File: src/rtl/mux_select_debouncer.sv
// mux_select_debouncer: turns a bouncy push-button into a clean, registered
// 2:1 mux select. Every debounced press toggles selection_input. The block also
// produces a one-cycle change strobe and the debounced button level.
module mux_select_debouncer #(
  parameter int unsigned DEBOUNCE_CYCLES = 240000,
  parameter int unsigned CNT_WIDTH       = 18,
  parameter int unsigned SYNC_STAGES     = 2,
  parameter int unsigned BTN_ACTIVE_HIGH = 1
) (
  input  logic clk,
  input  logic rst_n,
  input  logic btn_raw,
  output logic selection_input,
  output logic sel_changed,
  output logic btn_level
);

  // Pin level of btn_raw while the button is released. The synchroniser resets
  // to this level so that leaving reset never looks like a press.
  localparam logic RELEASED_LVL = (BTN_ACTIVE_HIGH != 0) ? 1'b0 : 1'b1;
  localparam logic [CNT_WIDTH-1:0] CNT_LAST = CNT_WIDTH'(DEBOUNCE_CYCLES - 1);

  typedef enum logic [1:0] {
    S_RELEASED        = 2'd0,
    S_CONFIRM_PRESS   = 2'd1,
    S_PRESSED         = 2'd2,
    S_CONFIRM_RELEASE = 2'd3
  } state_t;

  logic [SYNC_STAGES-1:0] r_sync;
  logic                   w_btn_sync;
  state_t                 r_state;
  logic [CNT_WIDTH-1:0]   r_cnt;
  logic                   r_sel;
  logic                   r_changed;
  logic                   r_level;

  // Bring the asynchronous pin into the clock domain through a flop chain.
  always_ff @(posedge clk or negedge rst_n) begin
    if (!rst_n) begin
      r_sync <= {SYNC_STAGES{RELEASED_LVL}};
    end else begin
      r_sync <= {r_sync[SYNC_STAGES-2:0], btn_raw};
    end
  end

  assign w_btn_sync = (BTN_ACTIVE_HIGH != 0) ? r_sync[SYNC_STAGES-1]
                                             : ~r_sync[SYNC_STAGES-1];

  // Debounce FSM: a level change is accepted only after DEBOUNCE_CYCLES
  // consecutive stable samples. Outputs are updated on the accepting edge.
  always_ff @(posedge clk or negedge rst_n) begin
    if (!rst_n) begin
      r_state   <= S_RELEASED;
      r_cnt     <= '0;
      r_sel     <= 1'b0;
      r_changed <= 1'b0;
      r_level   <= 1'b0;
    end else begin
      r_changed <= 1'b0;
      case (r_state)
        S_RELEASED: begin
          if (w_btn_sync) begin
            r_state <= S_CONFIRM_PRESS;
            r_cnt   <= CNT_WIDTH'(1);
          end else begin
            r_cnt <= '0;
          end
        end
        S_CONFIRM_PRESS: begin
          if (!w_btn_sync) begin
            r_state <= S_RELEASED;
            r_cnt   <= '0;
          end else if (r_cnt == CNT_LAST) begin
            r_state   <= S_PRESSED;
            r_cnt     <= '0;
            r_sel     <= ~r_sel;
            r_changed <= 1'b1;
            r_level   <= 1'b1;
          end else begin
            r_cnt <= r_cnt + CNT_WIDTH'(1);
          end
        end
        S_PRESSED: begin
          if (!w_btn_sync) begin
            r_state <= S_CONFIRM_RELEASE;
            r_cnt   <= CNT_WIDTH'(1);
          end else begin
            r_cnt <= '0;
          end
        end
        S_CONFIRM_RELEASE: begin
          if (w_btn_sync) begin
            r_state <= S_PRESSED;
            r_cnt   <= '0;
          end else if (r_cnt == CNT_LAST) begin
            r_state <= S_RELEASED;
            r_cnt   <= '0;
            r_level <= 1'b0;
          end else begin
            r_cnt <= r_cnt + CNT_WIDTH'(1);
          end
        end
        default: begin
          r_state <= S_RELEASED;
          r_cnt   <= '0;
        end
      endcase
    end
  end

  assign selection_input = r_sel;
  assign sel_changed     = r_changed;
  assign btn_level       = r_level;

endmodule

File: config.mk
export PLATFORM = sky130hd
export DESIGN_NAME = mux_select_debouncer
export DESIGN_NICKNAME = d
export VERILOG_FILES = /design/src/rtl/mux_select_debouncer.sv
export SDC_FILE = /design/constraint.sdc
export NUM_CORES = 1
export LEC_CHECK = 0
export BUFFER_PORTS_ARGS = -buffer_cell sky130_fd_sc_hd__buf_4
export CAP_MARGIN = 20
export CELL_PAD_IN_SITES_DETAIL_PLACEMENT = 0
export CELL_PAD_IN_SITES_GLOBAL_PLACEMENT = 1
export CORE_UTILIZATION = 40
export CTS_CLUSTER_SIZE = 16
export DETAILED_ROUTE_END_ITERATION = 10
export PLACE_DENSITY = 0.73
export SLEW_MARGIN = 10
export SYNTH_ARGS = -nofsm -noshare
export SYNTH_HDL_FRONTEND = slang
export SYNTH_SLANG_ARGS = --single-unit
File: constraint.sdc
create_clock -name clk -period 3.46 [get_ports clk]
set_input_delay 0.346 -clock clk [delete_from_list [all_inputs] [get_ports clk]]
set_output_delay 0.346 -clock clk [all_outputs]
set_load 0.01 [all_outputs]
# Word-level counts from Yosys, hierarchy flattened
# Cells that the tools add are included.
classes:
  n_addsub: 1
  n_eq_ne: 12
  mux: 21
  bitwise_logic: 1
  reduce_logical: 5
ops:
  columns: ["op", "count"]
  rows:
  - ["$pmux W18 S4", 1]
  - ["$mux W18", 3]
  - ["$add A18 B1 Y18 const B", 1]
  - ["$eq A18 B18 Y1 const B", 1]
  - ["$mux W2", 6]
  - ["$ne A2 B2 Y1 const B", 6]
  - ["$mux W1", 9]
  - ["$pmux W2 S4", 1]
  - ["$ne A3 B3 Y1 const B", 2]
  - ["$reduce_and A5 Y1", 1]
  - ["$eq A2 B2 Y1 const B", 2]
  - ["$reduce_and A4 Y1", 1]
  - ["$reduce_and A3 Y1", 1]
  - ["$eq A2 B1 Y1 const B", 1]
  - ["$logic_not A2 Y1", 1]
  - ["$pmux W1 S2", 1]
  - ["$reduce_bool A2 Y1", 1]
  - ["$not A1 Y1", 1]
word_totals:
  ff_bits: 25
  in_bits: 3
  out_inout_bits: 3
  wordCells: 46

# Depth between registers and ports, before layout
# Gate-level depths: netlist of the first run.
depth:
  ltp_word: 4
  mapped_depth: 6
  depth_no_buf: 5

# Worst setup path before layout of the first run
# No wires, ideal clock.
synth_path:
  path_kind: "register -> register"
  from: "reg r_cnt[0]"
  to: "reg r_cnt[10]"
  setup_ps: 119
  arrival_time_ps: 1722
  required_ps: 3341
  path_slack_ps: 1620
  stages_incl_launch_ff: 7
  path_buffers: 1
  synth_period_minus_slack_ps: 1840
  cell_sequence: "dfrtp_1 -> ha_1 -> nand4_4 -> or4_4 -> o21ai_4 -> buf_6 -> nor2_1"
synth_between:
  elab_chain_cells: 4
  word_cells_on_any_way: 6
  classes_between: "1 x add/sub; 1 x eq/ne; 4 x mux"
synth_lines:
  columns: ["element", "line", "rtl"]
  rows:
  - ["from (decl)", "33", "logic [CNT_WIDTH-1:0] r_cnt;"]
  - ["from (signal assigned)", "81", "r_cnt <= r_cnt + CNT_WIDTH'(1);"]
  - ["from (signal assigned)", "101", "r_cnt <= r_cnt + CNT_WIDTH'(1);"]
  - ["$add A18 B1 Y18 / $eq A18 B18 Y1 (equally long branches)", null, null]
  - ["$mux W18 *", "74, 96", null]
  - ["$mux W18, on equally long branches", "93, 71", null]
  - ["$pmux W18 S4 *", "61", "case (r_state)"]
# Mark *: on every way between the ends. The rest lies on a longest branch, timed or not.
# A chain may end at the register's enable or synchronous reset.

==> results.json, run 1 <==
{
  "area_delta_synth_final_pct": 8.095,
  "maxCapViolations": 0,
  "postSynthCellCount": 121,
  "fin_crit_sh": 0.5996,
  "final_cells": 160,
  "vias_per_cell": 5.438,
  "wl_per_cell_um": 13.53,
  "r2r_start": "r_cnt[0]$_DFF_PN0_",
  "cp.arrival_ns": 2.30,
  "cpPeakStageDelay_ns": 0.49,
  "critPathLaunchType": "flop",
  "cts-root-buf": "clkbuf_4",
  "slowest_stage": "nor4_1",
  "path_buf_inv": 0,
  "max_freq_ghz": 0.4820,
  "clk_pin_slew_ns": 0.14,
  "die_w_um": 57.26,
  "r2r_slack_ns": 1.39,
  "rows": 19,
  "ys_seq_elements": 25,
  "drtIter0Drc": 22,
  "final_layout_size_suffix_gt1_frac": 0.1085,
  "grt_max_degree": 26,
  "grt_pass1_wl_mm": 3.857,
  "critPathLaunch": "r_cnt[0]$_DFF_PN0_",
  "routed_wl_mm": 2.164,
  "min_path_cells": 1,
  "cts_max_level": 1,
  "routed-via-count": 870,
  "synth-edff-count": 0,
  "setup_ws_ns": 1.385,
  "slew_headroom": 0.6068,
  "syn_area_per_cell_sq_um": 10.09,
  "clkLatencyLatePin_ns": 0.32,
  "path_delay_family": "simple AND/OR/NAND/NOR gates",
  "multi_input_area_sq_um": 550.5,
  "ant_nets": 0,
  "die_area_sq_um": 3278,
  "path_depth": 5,
  "ys_types": 28,
  "worst_pin_slew_ns": 0.5845,
  "clockBufferDepth": 2,
  "crit_path_max_fanout": 8,
  "worstPathCellList": "ha_1 > nand4_4 > nor4_1 > and3_1 > mux2_2",
  "seq_area_sq_um": 625.6,
  "crit_type": "flop to flop",
  "reg2reg_depth": 5,
  "clock-sinks": 25,
  "power_leakage_nw": 0.5206,
  "initial_core_util": 0.4317,
  "ir_worst_vdd_mv": 0.2195,
  "dr.pass1.iters": 4,
  "endpoint_kind": "flop",
  "syn_nets": 125,
  "ys_seq_area_frac": 0.5123,
  "numCtsBuffers": 3,
  "grt.overflow.total": 0,
  "ys_warn_count": 0,
  "nNetsFinal": 134,
  "gp_congestion": 0.7709,
  "grt_pass1_vias": 795,
  "ys_async_sr_fraction": 1.000,
  "whs_ns": 0.1211,
  "nFillCells": 262,
  "syn_area_sq_um": 1221,
  "die_h_um": 57.26,
  "drc": 0,
  "fin_skew_ns": 0.008011,
  "slew_viol_final": 0,
  "place_inst": 155,
  "design.core.area_sq_um": 2829,
  "dpl.hpwl_mm": 1.573,
  "layout_commonest_cell": "dfrtp_1",
  "power.density_nw_per_um2": 337.5,
  "antenna_cells": 0,
  "ys.flop_type": "dfrtp_1",
  "post-route-min-period_ns": 2.075,
  "setup_violations": 0,
  "post-place-ws_ns": 1.387,
  "hold_path_class": "input pin to flop",
  "hold_viol_final": 0,
  "ctsResizeCount": 0,
  "antenna_found_initial": 0,
  "rsz0062_at_grt": "false",
  "io_pins": 6,
  "outcome": "finished clean",
  "cts_tree": "built",
  "place.port_buffers": 5,
  "tns_ns": 0,
  "cp_data_required_time_ns": 3.69,
  "final_cell_mix": "25 x dfrtp_1, 22 x nor2_1, 16 x xnor2_1, 8 x inv_1, 7 x nand4_1",
  "grtUsageTotal": 0.1577
}
[layout make-up]
class | count | area share
clock buffer | 3 | 0.01706
clock inverter | 1 | 0.003791
inverter | 8 | 0.02275
multi-input combinational | 86 | 0.4171
sequential | 25 | 0.4739
tap | 31 | 0.02938
timing repair buffer | 6 | 0.03602
[through the flow]
step / total power [mW] / utilization / cell area [sq um]
finish: 0.4455 / 0.4666 / 1320
global route: 0.4668 / 0.4666 / 1320
CTS: 0.4559 / 0.4666 / 1320
global placement: 0.3207 / 0.4533 / 1282
detailed placement: 0.3215 / 0.4533 / 1282
floorplan: 0.3126 / - / 1221
[synthesized netlist by cell type (2+ instances only)]
master,number,area (sq um)
nand4_1,7,43.79
dfrtp_1,25,625.6
nand2_1,5,18.77
xnor2_1,16,140.1
nor2_1,22,82.58
nor4_1,6,37.54
nor2b_1,2,12.51
and3_1,2,12.51
inv_1,8,30.03
nand3_1,5,25.02
nor3_1,6,30.03
[routing by layer]
metal | vias to the layer above | GRT usage | share of wire
met1 | 423 | 0.2335 | 0.51
met2 | 12 | 0.2151 | 0.44
met4 | 0 | 0.06272 | 0.016
met5 | - | 0 | 0
met3 | 4 | 0.04762 | 0.032
li1 | 431 | - | -
[how the worst min path moves through the flow]
stage          startpoint                          to  slack, ns
6_report          btn_raw         r_sync[0]$_DFF_PN0_       0.12
5_1_grt           btn_raw         r_sync[0]$_DFF_PN0_       0.09
4_1_cts           btn_raw         r_sync[0]$_DFF_PN0_       0.11
3_5_place_dp        rst_n       sel_changed$_DFF_PN0_       0.26
3_3_place_gp        rst_n       sel_changed$_DFF_PN0_       0.26
2_1_floorplan       rst_n  asynchronous set/reset pin       0.05
[logic make-up (layout without fill, tap and decap cells)]
logic type | Yosys count | in the layout | synth area share
buffers and inverters | 10 | 18 | 0.03688
adder cells (fa/ha/maj) | 1 | 1 | 0.01024
AO/OA/AOI/OAI | 6 | 6 | 0.04099
multiplexers | 1 | 1 | 0.009221
AND/OR/NAND/NOR | 61 | 61 | 0.2684
flip-flops | 25 | 25 | 0.5123
XOR/XNOR | 17 | 17 | 0.1219
[power breakdown]
group	internal, mW	switching [mW]
Sequential	0.295	0.00300
Clock	0.0433	0.0862
Combinational	0.00590	0.0117
Total	0.345	0.101
[registers in the layout (all words and copies together) (netlist names), named ones only]
register and count:
btn_level 1, selection_input 1, r_sync 2, sel_changed 1, r_state 1, r_cnt 18
[timing repair]
item | in CTS | in global routing
hold buffers | 1 | 0
endpoints found under the hold margin | 25 | 0
buffers inserted | 0 | 0
No activity file was read; power rests on OpenSTA's default activity.
==> run 2: changes to the inputs <==
clock period = 2 ns   (was 3.46 ns; I/O delays follow)
==> run 2 against run 1 <==
Compared with the run above:
- sequential share of layout area down 3.1 points
- clock power up 83%
- global-route usage up 0.14 points
- first-iteration DRC count up 59%
- clock-buffer cell count unchanged
- core utilization up 3.2 points
- die area unchanged
- fmax up 12%
- highest routed layer unchanged
==> results.json, run 2 (same netlist as run 1, synthesis figures left out) <==
{
  "outcome": "finished clean",
  "clockBufferDepth": 2,
  "hold_viol_final": 0,
  "cts-root-buf": "clkbuf_4",
  "layout_commonest_cell": "dfrtp_1",
  "area_delta_synth_final_pct": 15.57,
  "antenna_found_initial": 0,
  "die_w_um": 57.26,
  "cts_tree": "built",
  "io_pins": 6,
  "whs_ns": 0.2867,
  "top_register": "r_cnt",
  "design.core.area_sq_um": 2829,
  "max_freq_ghz": 0.5399,
  "combinationalPowerShare": 0.050,
  "power.switching_mw": 0.1858,
  "hold_path_class": "input pin to asynchronous set/reset pin",
  "slew_headroom": 0.6803,
  "cts_max_level": 1,
  "critPathLaunch": "r_cnt[1]$_DFF_PN0_",
  "post-route-min-period_ns": 1.852,
  "rows": 19,
  "grt_pass1_vias": 849,
  "power.total_mw": 0.7902,
  "final_layout_size_suffix_gt1_frac": 0.1667,
  "numCtsBuffers": 3,
  "power_leakage_nw": 0.5663,
  "initial_core_util": 0.4317,
  "maxCapViolations": 0,
  "seqPwrFrac": 0.652,
  "cp_data_required_time_ns": 2.23,
  "final_cell_mix": "25 x dfrtp_1, 22 x nor2_1, 16 x xnor2_1, 12 x buf_4, 8 x inv_1",
  "gp_congestion": 0.8482,
  "grtUsageTotal": 0.1591,
  "wl_per_cell_um": 13.12,
  "routed_wl_mm": 2.218,
  "ant_nets": 0,
  "power.density_nw_per_um2": 559.9,
  "ir_worst_vdd_mv": 0.3156,
  "grt_pass1_wl_mm": 4.008,
  "antenna_cells": 0,
  "rsz0062_at_grt": "false",
  "drtIter0Drc": 35,
  "dr.pass1.iters": 4,
  "fin_crit_sh": 0.9262,
  "drc": 0,
  "slew_viol_final": 0,
  "dpl.hpwl_mm": 1.594,
  "vias_per_cell": 5.237,
  "endpoint_kind": "flop",
  "worst_pin_slew_ns": 0.4751,
  "cts_setup_buffers": 0,
  "cp.arrival_ns": 2.08,
  "fin_skew_ns": 0.005687,
  "setup_ws_ns": 0.1477,
  "tns_ns": 0,
  "grt_max_degree": 26,
  "internal_power_mw": 0.6044,
  "largest_reg_flops": 18,
  "top_regs": "r_cnt x18, r_sync x2",
  "crit_type": "flop to flop",
  "crit_path_max_fanout": 16,
  "clock-sinks": 25,
  "place.port_buffers": 5,
  "clk_pin_slew_ns": 0.15,
  "nNetsFinal": 143,
  "die_area_sq_um": 3278,
  "critPathLaunchType": "flop",
  "clockPowerShare": 0.298,
  "routed-via-count": 885,
  "clkLatencyLatePin_ns": 0.32,
  "swShare": 0.2352,
  "post-place-ws_ns": 0.1279,
  "die_h_um": 57.26,
  "grt.overflow.total": 0,
  "setup_violations": 0,
  "r2r_start": "r_cnt[1]$_DFF_PN0_"
}
==> run 2: per-stage QoR <==
step	util	instances	area (sq um)
floorplan	-	121	1221
CTS	0.4967	169	1405
global route	0.4989	169	1411
finish	0.4989	169	1411
detailed placement	0.4790	163	1355
global placement	0.4790	163	1355
==> run 2: power groups by stage <==
| stage | clock network [mW] | registers, mW | logic (mW) |
|---|---|---|---|
| 2_1_floorplan | 0 | 0.525 | 0.0159 |
| 3_3_place_gp | 0 | 0.525 | 0.0370 |
| 3_5_place_dp | 0 | 0.525 | 0.0378 |
| 4_1_cts | 0.243 | 0.515 | 0.0409 |
| 5_1_grt | 0.261 | 0.516 | 0.0447 |
| 6_report | 0.236 | 0.515 | 0.0393 |
==> run 2: final cells by class <==
| cell class | count | area [sq um] |
|---|---|---|
| clock buffer | 3 | 22.52 |
| tap | 31 | 38.79 |
| multi-input combinational | 86 | 556.8 |
| inverter | 8 | 30.03 |
| clock inverter | 1 | 7.507 |
| sequential | 25 | 625.6 |
| fill | 265 | 1418 |
| timing repair buffer | 15 | 130.1 |
==> run 2: metal layers <==
layer / track usage / wire (um)
met5: 0 / 0
met4: 0.07317 / 23
met1: 0.2419 / 1167
met3: 0.02041 / 91
met2: 0.2252 / 937
==> run 2: path summary, 6_finish.rpt <==
path,end,slack [ns],cells after the start
max in group asynchronous,r_cnt[11]$_DFF_PN0_,1.47,2
hold reg to reg,r_sync[1]$_DFF_PN0_,0.37,0
hold / removal,r_cnt[13]$_DFF_PN0_,0.29,2
setup reg to reg,r_cnt[6]$_DFF_PN0_,0.15,6
min in group clk,r_sync[1]$_DFF_PN0_,0.37,0
setup / recovery,r_cnt[6]$_DFF_PN0_,0.15,6
==> run 2: timing repair <==
| action | in CTS | in global routing |
|---|---|---|
| setup endpoints to repair | 0 | 1 |
| hold buffers | 2 | 0 |
| endpoints found under the hold margin | 26 | 0 |
| gates resized for setup | 0 | 1 |
==> run 2: worst max-delay path, cell delays in order (launching register included) <==
cell and delay [ns]:
dfrtp_1 0.40, ha_1 0.25, nand4_4 0.15, or4_4 0.58
o21ai_4 0.16, buf_12 0.16, nor2_1 0.05
==> run 3: changes to the inputs <==
GPL_TIMING_DRIVEN = 0   (was default)
==> run 3 against run 2 <==
Compared with the run above:
- sequential power hardly changed
- first-iteration DRC count shrank 60%
- die area stayed put
- worst hold slack about the same
- via count grew 1.6%
==> results.json, run 3 (same netlist as run 1, synthesis figures left out) <==
{
  "outcome": "finished clean",
  "fin_skew_ns": 0.008324,
  "place.port_buffers": 5,
  "worst_pin_slew_ns": 0.4028,
  "cts_max_level": 1,
  "antenna_found_initial": 0,
  "power.total_mw": 0.7945,
  "hold_path_class": "input pin to asynchronous set/reset pin",
  "fin_crit_sh": 0.9155,
  "ant_nets": 0,
  "area_delta_synth_final_pct": 14.96,
  "slew_viol_final": 0,
  "vias_per_cell": 5.383,
  "r2r-end": "r_cnt[5]$_DFF_PN0_",
  "rsz0062_at_grt": "false",
  "endpoint_kind": "flop",
  "drtIter0Drc": 14,
  "dpl.hpwl_mm": 1.597,
  "grt_max_degree": 26,
  "grt_pass1_wl_mm": 4.036,
  "tns_ns": 0,
  "crit_path_max_fanout": 10,
  "max_freq_ghz": 0.5461,
  "nNetsFinal": 141,
  "grtUsageTotal": 0.1596,
  "clockBufferDepth": 2,
  "routed_wl_mm": 2.291,
  "power.density_nw_per_um2": 565.9,
  "cp_data_required_time_ns": 2.23,
  "grt.overflow.total": 0,
  "die_h_um": 57.26,
  "gp_congestion": 0.8162,
  "initial_core_util": 0.4317,
  "io_pins": 6,
  "setup_ws_ns": 0.1689,
  "post-route-min-period_ns": 1.831,
  "top_register": "r_cnt",
  "die_area_sq_um": 3278,
  "cts_tree": "built",
  "power_leakage_nw": 0.5426,
  "ir_worst_vdd_mv": 0.3306,
  "die_w_um": 57.26,
  "hold_viol_final": 0,
  "post-place-ws_ns": -0.07434,
  "grt_pass1_vias": 921,
  "whs_ns": 0.2871,
  "drc": 0,
  "rows": 19,
  "routed-via-count": 899,
  "critPathCapture": "r_cnt[5]$_DFF_PN0_",
  "cts-root-buf": "clkbuf_4",
  "critPathLaunchType": "flop",
  "critPathLaunch": "r_cnt[0]$_DFF_PN0_",
  "r2r_slack_ns": 0.17,
  "final_cells": 167,
  "slew_headroom": 0.7292,
  "clkLatencyLatePin_ns": 0.32,
  "numCtsBuffers": 3,
  "layout_commonest_cell": "dfrtp_1",
  "maxCapViolations": 0,
  "crit_type": "flop to flop",
  "final_cell_mix": "24 x dfrtp_1, 22 x nor2_1, 16 x xnor2_1, 9 x buf_4, 8 x inv_1",
  "design.core.area_sq_um": 2829,
  "r2r_start": "r_cnt[0]$_DFF_PN0_",
  "dr.pass1.iters": 4,
  "clock-sinks": 25,
  "place_inst": 157,
  "top_regs": "r_cnt x18, r_sync x2",
  "setup_violations": 0,
  "largest_reg_flops": 18,
  "reg2reg_depth": 6,
  "wl_per_cell_um": 13.72,
  "antenna_cells": 0,
  "clk_pin_slew_ns": 0.15,
  "final_layout_size_suffix_gt1_frac": 0.1691,
  "cp.arrival_ns": 2.06
}
-- run 3: worst min-delay path by stage --
stage | from | endpoint | slack, ns
floorplan | rst_n | asynchronous set/reset pin | -0.1
global placement | rst_n | selection_input$_DFFE_PN0P_ | 0.12
detailed placement | rst_n | r_cnt[17]$_DFF_PN0_ | 0.12
CTS | rst_n | r_cnt[17]$_DFF_PN0_ | 0.29
global route | rst_n | r_cnt[17]$_DFF_PN0_ | 0.31
finish | rst_n | r_cnt[17]$_DFF_PN0_ | 0.29
-- run 3: layout make-up --
type / count / area, sq um
fillers: 285 / 1425
plain buffers: 2 / 15.01
clock inverters: 1 / 7.507
multi-input cells: 86 / 575.6
flip-flops and latches: 25 / 626.9
repair buffers: 11 / 87.58
clock buffers: 3 / 22.52
inverters: 8 / 30.03
well taps: 31 / 38.79
-- run 3: repair_timing --
item                                    4_1_cts  5_1_grt
pin swaps                                     1        1
setup buffers                                 2        2
endpoints found under the setup margin       11       18
resized for setup                             3        2
cloned                                        0        0
hold endpoints to repair                     26        0
hold buffers                                  2        0
-- run 3: per-stage QoR --
step,utilization,cell area (sq um)
floorplan,-,1221
global placement,0.4586,1297
detailed placement,0.4586,1297
CTS,0.4883,1381
global route,0.4962,1404
finish,0.4962,1404
-- run 3: power by group --
group / total (mW) / internal, mW / switching (mW)
clock network: 0.238 / 0.0764 / 0.162
logic: 0.0388 / 0.0169 / 0.0219
registers: 0.518 / 0.512 / 0.00618
total: 0.794 / 0.605 / 0.190
-- run 3: worst max-delay path, cell delays in order, from the launching register on --
cell and delay (ns):
dfrtp_2 0.45, ha_4 0.18, nand4_4 0.10, or4_4 0.58, o21ai_4 0.21, buf_6 0.17
nor2_1 0.05
-- run 3: layer usage --
layer	GRT usage	wire (um)
met2	0.2622	1097
met4	0.06272	18
met3	0.02041	51
met1	0.2151	1124
met5	0	0
